## src/rtl/regfile_dump.sv

```systemverilog
// regfile_dump: walks the regfile read port and streams every register out as an addressed valid/ready beat
// Ports: clk/reset_n   clock and asynchronous active-low reset
//        start         request a dump, sampled only while idle
//        ra/rd         regfile read address and its combinational read data
//        out_valid/out_ready/out_data/out_addr  beat stream, one register per beat
//        busy          high whenever a dump is in progress
//        done          one-cycle pulse after the final handshake
// Optional: define REGFILE_DUMP_CHECKSUM_EN to add checksum, the XOR of all accepted beats of the current dump.
module regfile_dump #(
    parameter int W        = 64,
    parameter int LAST_REG = 31
) (
    input  logic         clk,
    input  logic         reset_n,
    input  logic         start,
    output logic [4:0]   ra,
    input  logic [W-1:0] rd,
    output logic         out_valid,
    input  logic         out_ready,
    output logic [W-1:0] out_data,
    output logic [4:0]   out_addr,
    output logic         busy,
    output logic         done
`ifdef REGFILE_DUMP_CHECKSUM_EN
    ,
    output logic [W-1:0] checksum
`endif
);
    typedef enum logic [1:0] {IDLE, READ, SEND, FIN} state_t;
    localparam logic [4:0] LAST = 5'(LAST_REG);
    state_t state, nxt;
    logic [4:0] idx;
    logic hs;
    assign hs = state == SEND && out_ready;
    always_ff @(posedge clk or negedge reset_n)
        if (!reset_n) state <= IDLE;
        else          state <= nxt;
    always_comb begin
        nxt = state;
        case (state)
            IDLE:    nxt = start ? READ : IDLE;
            READ:    nxt = SEND;
            SEND:    nxt = hs ? (idx == LAST ? FIN : READ) : SEND;
            FIN:     nxt = IDLE;
            default: nxt = IDLE;
        endcase
    end
    always_ff @(posedge clk or negedge reset_n) begin
        if (!reset_n) begin
            idx       <= '0;
            ra        <= '0;
            out_valid <= 1'b0;
            out_data  <= '0;
            out_addr  <= '0;
            busy      <= 1'b0;
            done      <= 1'b0;
`ifdef REGFILE_DUMP_CHECKSUM_EN
            checksum  <= '0;
`endif
        end else begin
            done <= 1'b0;
            case (state)
                IDLE: if (start) begin
                    idx      <= '0;
                    ra       <= '0;
                    busy     <= 1'b1;
`ifdef REGFILE_DUMP_CHECKSUM_EN
                    checksum <= '0;
`endif
                end
                // ra was registered last cycle, so rd has settled by this edge
                READ: begin
                    out_data  <= rd;
                    out_addr  <= idx;
                    out_valid <= 1'b1;
                end
                SEND: if (hs) begin
                    out_valid <= 1'b0;
`ifdef REGFILE_DUMP_CHECKSUM_EN
                    checksum  <= checksum ^ out_data;
`endif
                    if (idx == LAST) done <= 1'b1;
                    else begin
                        idx <= idx + 5'd1;
                        ra  <= idx + 5'd1;
                    end
                end
                // park the read address back at 0 for idle
                FIN: begin
                    busy <= 1'b0;
                    ra   <= '0;
                end
                default: ;
            endcase
        end
    end
endmodule

```

## config.mk

```make
export PLATFORM = sky130hd
export DESIGN_NAME = regfile_dump
export DESIGN_NICKNAME = d
export VERILOG_FILES = /design/src/rtl/regfile_dump.sv
export SDC_FILE = /design/constraint.sdc
export NUM_CORES = 1
export LEC_CHECK = 0
export CAP_MARGIN = 25
export CELL_PAD_IN_SITES_DETAIL_PLACEMENT = 0
export CELL_PAD_IN_SITES_GLOBAL_PLACEMENT = 1
export CORE_MARGIN = 2
export CORE_UTILIZATION = 47
export CTS_CLUSTER_DIAMETER = 120
export DETAILED_ROUTE_END_ITERATION = 16
export DONT_BUFFER_PORTS = 1
export PLACE_DENSITY_LB_ADDON = 0.1
export SLEW_MARGIN = 10
export SYNTH_ARGS = -nofsm -noshare
export SYNTH_HDL_FRONTEND = slang
export SYNTH_SLANG_ARGS = --single-unit
```

## constraint.sdc

```tcl
create_clock -name clk -period 4.5 [get_ports clk]
set_clock_uncertainty 0.15 [all_clocks]
set_input_delay 0.225 -clock clk [delete_from_list [all_inputs] [get_ports clk]]
set_output_delay 0.225 -clock clk [all_outputs]
set_load 0.02 [all_outputs]
```

* Word-level counts from Yosys, hierarchy flattened
Index checks and enable logic that the tools add are counted.
W data, S select, Z words.
** Storage, ports and cells
- Memory bits (writable) :: 0
- Memories kept :: 0
- Input bits :: 68
- Logic and storage cells :: 42
- Flip-flop bits (word level) :: 84
- Output and inout bits :: 77
- Bits in latches :: 0
- Memory bits (read-only) :: 0
** Operators by class
- Reductions and logical operators :: 10
- Shift operators :: 0
- Add/sub/neg operators :: 1
- Mux-type cells :: 16
- Bitwise logic cells :: 0
- Divide/modulo/power cells :: 0
- $lt $le $gt $ge :: 0
- Equality and inequality tests :: 7
- Multipliers :: 0
** Operators by type and width (number)
- $mux W5 :: 3
- $pmux W5 S3 :: 1
- $pmux W5 S2 :: 1
- $pmux W2 S4 :: 1
- $reduce_and A4 Y1 :: 2
- $mux W1 :: 6
- $ne A2 B2 Y1 const B :: 3
- $reduce_bool A2 Y1 :: 3
- $add A5 B1 Y5 const B :: 1
- $eq A5 B5 Y1 const B :: 1
- $eq A2 B2 Y1 const B :: 2
- $mux W2 :: 2
- $pmux W1 S2 :: 2
- $reduce_and A2 Y1 :: 2
- $reduce_bool A3 Y1 :: 1
- $eq A2 B1 Y1 const B :: 1
- $logic_not A2 Y1 :: 1
- $logic_and A1 B1 Y1 :: 1

* Longest topological paths before layout
Gate-level depths: netlist (run 1).
- Depth after elaboration :: 4
- Depth in mapped cells :: 6
- Gate-level depth less buffers :: 6

* Least setup slack after synthesis (run 1)
No wires, ideal clock.
- Path type :: flip-flop to flip-flop
- Start point :: reg idx[0]
- End point :: reg ra[0]
- Slack :: 2.720 ns
- Data arrival time :: 1.494 ns
- Buffers on the path :: 0
- Data required time :: 4.214 ns
- Setup time :: 0.136 ns
- Stages on the path, launching flop included :: 7
- Period minus slack after synthesis :: 1.780 ns
- Path through :: dfrtp_1 ha_1 and3_1 ha_1 nand2b_1 a22oi_2 o22ai_1
** Between the ends
- Word-level cells in the longest chain between the ends :: 4
- Elaborated cells on any way between the ends :: 7
- Those cells by class :: add/sub (1); eq/ne (2); mux (3); reduce/logical (1)
** Ends and longest elaborated chain
- start: declaration :: line 32 : logic [4:0] idx;
- start signal: assignment :: line 84 : idx <= idx + 5'd1;
- $add A5 B1 Y5 :: line 85 : ra <= idx + 5'd1;
- $mux W5 :: line 82 : if (idx == LAST) done <= 1'b1;
- $mux W5 :: line 77 : SEND: if (hs) begin
- $pmux W5 S3 :: line 62 : case (state)
- end signal: assignment :: line 85
- end: declaration :: line 16 : output logic [4:0] ra,
Parallel ways exist; a longest one is shown, timed or not. The select of a mux whose other input is x is not followed.
A chain may end at the register's enable or synchronous reset.

* Worst setup path in the final report (run 1)
- Start point :: reg idx[0]
- End point :: reg idx[3]
** Between the ends
- Word-level cells in the longest chain between the ends :: 4
- Elaborated cells on any way between the ends :: 7
- Those cells by class :: add/sub (1); eq/ne (2); mux (3); reduce/logical (1)
** Ends and longest elaborated chain (line)
- $add A5 B1 Y5 :: 84
- $mux W5 :: 82
- $mux W5 :: 77
- $pmux W5 S2 :: 62
Parallel ways exist; a longest one is shown, timed or not. The select of a mux whose other input is x is not followed.

==> metrics.cfg, run 1 <==
[floorplan]
ios=145
placementRows=32
coreArea_um2=7610
start_util_pct=47.9
die-area_um2=8470
dieWidth_um=92.0
die_y_um=92.0

[setup_path]
end_kind=register
cp.arrival_ns=2.09
timing.rr.start=idx[0]
cp_max_fo=6
r2r_end=idx[3]
r2r_slack_ns=2.47
required_ns=4.56
r2r_cells=6
critPathKind=register to register
crit_path_start_kind=register

[clock_tree]
clkSinkCount=84
clockBufferDepth=2
cts_made_buffers=9
cts_resized=0
cts_max_level=3
cts_root_buffer=clkbuf_8
clkLatencyLatePin_ns=0.34
cts_tree=built
path_clk_slew_ns=0.08

[global_route]
grt_pass1_vias=2117
grt_first_pass_wirelength_um=11400
grtUsageTotal_pct=17.5
gr-total-overflow=0
grt_max_degree=85
antenna_found_initial=0

[detailed_routing]
dr.pass1.iters=4
wl_um=7230
ant_nets=0
vias_per_cell=5.03
initialDrtViolationCount=74
vias=1978
drc=0
wl_per_cell_um=18.4

[cells_and_area]
nets=356
n_antenna_cell=0
fillers=582
final_area_um2=4570
syn_to_final_growth_pct=25.6
multiInputGateArea_um2=1330
drive_gt1_share_pct=32.0
seqCellArea_um2=2100

[place]
io_buffers=0
place_ws_ns=1.93
hpwl_um=4550
place_area_um2=3610
place.gp.congestion=0.803

[logic_synthesis]
ys_types=28
synthCells=214
ys_top_cells_by_count=dfrtp_1 (84), mux2_4 (69), inv_1 (10)
syn_area_um2=3640
synthMuxAreaShare_pct=29.0
synth_ff_type=dfrtp_1
synth_xor_area_share_pct=0.481
synth-simple-area-share_pct=3.23
yosysMostFrequentCell=dfrtp_1
synth_compound_area_share_pct=2.99
ys_seq_elements=84
yosys.area.top_type=dfrtp_1
synthTopCellsByArea=dfrtp_1 (58%), mux2_4 (28%), buf_12 (4.4%), inv_1 (1.0%), a21oi_1 (0.69%)
yosysSeqAreaShare_pct=57.7
synth_top_area_share_pct=57.7
yosysWarnings=0
avgSynthCellArea_um2=17.0
synth_top_family_by_area=multiplexers
synth_nets=284
synth_edf_count=0
async_reset_ff_share_pct=100
synth_fa_ha_area_share_pct=0.687

[power]
p_comb_share_pct=30.0
ir_worst_vdd_mv=0.456
power_density_nw_per_um2=749
internal_power_mw=2.13
power.leakage_nw=2.09
switchingPower_mw=1.29
pwr-share-clk_pct=17.5
p_seq_share_pct=52.5
swShare_pct=37.7

[job]
drv_cap=0

[sta]
worst_slew_pin_slew_ns=0.399
relSlewSlack_pct=73.4
period_needed_ns=2.03
fmax_ghz=0.493
drv_slew=0
rsz0062_at_grt=no
setup_slack_ns=2.47
post-route-period-util_pct=45.1
setup_viol=0
worst_hold_slack_ns=0.0392
finalSetupTns_ns=0
hold_viol_final=0

[min_path]
hp-class=input port to register
min_path_cells=3
holdPathEnd=idx[2]
min_from=out_ready

[status]
status=finished clean

==> worst max-delay path: stages, from the launching register on <==
cell and delay (ns):
dfrtp_1 0.44, ha_1 0.26, and3_1 0.15, ha_1 0.23, nand3b_1 0.17, a21oi_1 0.36
o22ai_1 0.14
==> cells by family after synthesis <==
kind of cell | Yosys count
flops | 84
mux | 71
buf+inv | 20
compound gates | 18
simple gates | 17
xor+xnor | 2
fa+ha+maj | 2
==> flip-flops by register name (all words and copies together), names as in the netlist <==
register	flops
out_data	64
idx	5
out_addr	5
ra	5
state	2
busy	1
done	1
out_valid	1
==> power groups by stage <==
stage | clock, mW | sequential [mW] | combinational [mW]
detailed placement | 0 | 1.81 | 0.944
global placement | 0 | 1.80 | 0.906
global route | 0.659 | 1.84 | 1.10
finish | 0.600 | 1.80 | 1.03
CTS | 0.625 | 1.80 | 1.02
floorplan | 0 | 1.69 | 0.996
==> metrics by stage <==
| stage | utilization [%] | cells | total power, mW |
|---|---|---|---|
| after CTS | 59.9 | 392 | 3.45 |
| after detailed placement | 47.5 | 307 | 2.75 |
| after floorplan | - | 214 | 2.69 |
| after global routing | 60.1 | 393 | 3.60 |
| final | 60.1 | 393 | 3.43 |
| after global placement | 47.5 | 307 | 2.71 |
==> per-layer routing <==
metal / track usage (%) / wire [um] / vias up / part of all wire (%)
met4: 5.97 / 62 / 0 / 0.86
met1: 21.5 / 3040 / 1012 / 42
met5: 0 / 0 / - / 0
li1: - / - / 880 / -
met3: 6.57 / 509 / 8 / 7.0
met2: 28.5 / 3610 / 78 / 50
==> cell type report <==
class                      count  share of cell area, %
sequential                    84                   46.0
multi-input combinational    110                   29.0
inverter                      10                  0.821
tap                          102                   2.79
clock buffer                  11                   3.31
clock inverter                 5                   1.81
timing repair buffer          71                   16.4
==> timing repair <==
action,4_1_cts,5_1_grt
setup buffers,0,0
endpoints found under the hold margin,153,0
hold buffers,69,0
==> placed cells by master, fill, tap and decap left out <==
cell and n:
clkinv_4 1, and3_1 1, clkbuf_8 11, nor2b_1 1
xnor2_1 2, o2bb2ai_1 1, nand3b_1 2, a21o_1 1
inv_1 10, nand2_1 2, a21oi_1 5, dfrtp_1 84
nor2_1 2, nand2_2 1, clkinv_2 1, bufinv_16 2
nand2b_1 3, nor3b_1 1, buf_16 1, mux2_4 69
or3_4 1, nand3_1 1, nor2b_4 1, dlygate4sd3_1 68
o22ai_1 4, o21ai_1 2, o21ai_0 4, and4bb_2 1
a22oi_2 1, buf_12 2, ha_1 2, mux2i_1 2
inv_6 1
==> worst max path at each step <==
stage               cells past startpoint     start            to
floorplan                               6    idx[0]         ra[0]
finish                                  6    idx[0]        idx[3]
CTS                                     3  state[0]  out_data[16]
detailed placement                      3  state[0]  out_data[55]
global placement                        3  state[0]  out_data[59]
global route                            6    idx[0]        idx[4]
No activity file was read; power rests on OpenSTA's default activity.
==> inputs of run 2 (changes only) <==
==> constraint.sdc (replaced) <==
create_clock -name clk -period 2.06 [get_ports clk]
set_clock_uncertainty 0.15 [all_clocks]
set_input_delay 0.103 -clock clk [delete_from_list [all_inputs] [get_ports clk]]
set_output_delay 0.103 -clock clk [all_outputs]
set_load 0.02 [all_outputs]
==> run 2 against run 1 <==
The flow now finishes with violations (negative hold slack). Wire length rose by 5.3%. Final cell count did not move. Non-clock buffer count rose by 1. Clock-buffer cell count did not move. Via count rose by 2.6%. Worst hold slack got worse by 0.74 ns. Maximum frequency rose by 5.3%. Sequential cell count did not move. Critical endpoint is now ra[3]. Setup slack got worse by 2.3 ns. Register-to-register slack got worse by 2.3 ns. Highest routed layer unchanged. Global-route usage rose by 1.2 points. Largest power group unchanged.
==> metrics.cfg, run 2 (synthesized netlist as in run 1, its figures left out) <==
[cells_and_area]
multiInputGateArea_um2=1330
final_common_cell=dfrtp_1
final_area_um2=4560
fillers=586
largest_register_ffs=64
top_register=out_data
most-common-layout-cells=dfrtp_1 (83), mux2_4 (69), dlygate4sd3_1 (66), clkbuf_8 (11), inv_1 (10)
n_antenna_cell=0
nets=357
seqCellArea_um2=2100
syn_to_final_growth_pct=25.2
drive_gt1_share_pct=33.7

[clock_tree]
clkLatencyLatePin_ns=0.34
cts_made_buffers=9
path_clk_slew_ns=0.08
cts_root_buffer=clkbuf_8
cts_max_level=3
clockBufferDepth=2
clkSinkCount=84
holdBufCountCts=66
cts_tree=built

[global_route]
grt_pass1_vias=2207
antenna_found_initial=0
met3_usage_pct=7.40
met1_usage_pct=22.5
grt_first_pass_wirelength_um=12200
busiest_layer=met2
gr-total-overflow=0
grt_max_degree=85
met2_usage_pct=30.5
grtUsageTotal_pct=18.7

[setup_path]
crit_path_end=ra[3]
slowest_stage=dfrtp_2
crit_path_start_kind=register
r2r_cells=6
r2r_slack_ns=0.13
cp_cell_sequence=ha_1 > and3_1 > ha_2 > nand2b_1 > a22oi_2 > o22ai_1
end_kind=register
r2r_end=ra[3]
critPathKind=register to register
cp_max_fo=6
cp.arrival_ns=1.99
timing.rr.start=idx[0]
slowest_delay_ns=0.44
crit_start=idx[0]
required_ns=2.12

[sta]
rsz0062_at_grt=no
post-route-period-util_pct=93.6
worst_slew_pin_slew_ns=0.316
setup_viol=0
drv_slew=0
fmax_ghz=0.519
finalSetupTns_ns=0
relSlewSlack_pct=78.9
period_needed_ns=1.93
worst_hold_slack_ns=-0.700
hold_viol_final=84

[floorplan]
start_util_pct=47.9
coreArea_um2=7610
dieWidth_um=92.0
die-area_um2=8470
die_y_um=92.0
placementRows=32
ios=145

[status]
status=finished, violations left
failed_checks=negative hold slack

[power]
power_density_nw_per_um2=1650
power.leakage_nw=2.08
ir_worst_vdd_mv=1.01

[place]
io_buffers=0
place.gp.congestion=0.789
hpwl_um=4790
place_area_um2=3650

[detailed_routing]
dr.pass1.iters=4
vias=2030
wl_per_cell_um=19.4
ant_nets=0
initialDrtViolationCount=45
wl_um=7610
drc=0
vias_per_cell=5.17

[min_path]
hp-class=input port to asynchronous set/reset pin

[job]
drv_cap=0

## run 2: per-stage QoR
step | utilization, % | power [mW] | hold WS (ns) | setup WS [ns] | cells
4_1_cts | 59.6 | 7.50 | -0.715 | 0.0594 | 391
3_3_place_gp | 47.9 | 5.98 | -0.341 | 0.147 | 310
6_report | 59.9 | 7.50 | -0.700 | 0.132 | 393
3_5_place_dp | 47.9 | 6.07 | -0.340 | 0.0766 | 310
2_1_floorplan | - | 5.87 | -0.343 | 0.280 | 214
5_1_grt | 59.9 | 7.87 | -0.736 | 0.0318 | 393
## run 2: area by class of cell
| cell class | instances | share of cell area [%] |
|---|---|---|
| Sequential cell | 84 | 46.2 |
| Clock inverter | 4 | 1.59 |
| Tap cell | 102 | 2.80 |
| Inverter | 10 | 0.824 |
| Timing Repair Buffer | 72 | 16.0 |
| Clock buffer | 11 | 3.32 |
| Multi-Input combinational cell | 110 | 29.3 |
## run 2: worst max-delay path: cells and delay by family, from the launching register on
family                     cells  cell delay (ns)
AOI/OAI and AO/OA              2             0.44
and+or+nand+nor                2             0.33
adders and majority gates      2             0.44
DFF                            1             0.44
## run 2: worst min-delay path by stage
stage / slack (ns) / to
after global placement: -0.34 / out_data[15]
after detailed placement: -0.34 / out_data[15]
after floorplan: -0.34 / busy
after CTS: -0.71 / out_data[15]
after global routing: -0.74 / out_data[12]
final: -0.70 / out_data[14]
## run 2: power breakdown
| part | internal [mW] | total (mW) | switching [mW] |
|---|---|---|---|
| clock | 0.741 | 1.29 | 0.549 |
| sequential | 2.40 | 3.91 | 1.52 |
| combinational | 1.54 | 2.30 | 0.759 |
## run 2: per-layer routing
metal / part of all wire (%) / wire length (um)
met4: 1.4 / 108
met2: 52 / 3980
met1: 38 / 2880
met3: 8.3 / 634
met5: 0 / 0
## run 2: repair_timing
action / 4_1_cts / 5_1_grt
hold endpoints to repair: 163 / 84
setup buffers: 0 / 2
resized for setup: 0 / 3
setup endpoints to repair: 0 / 5
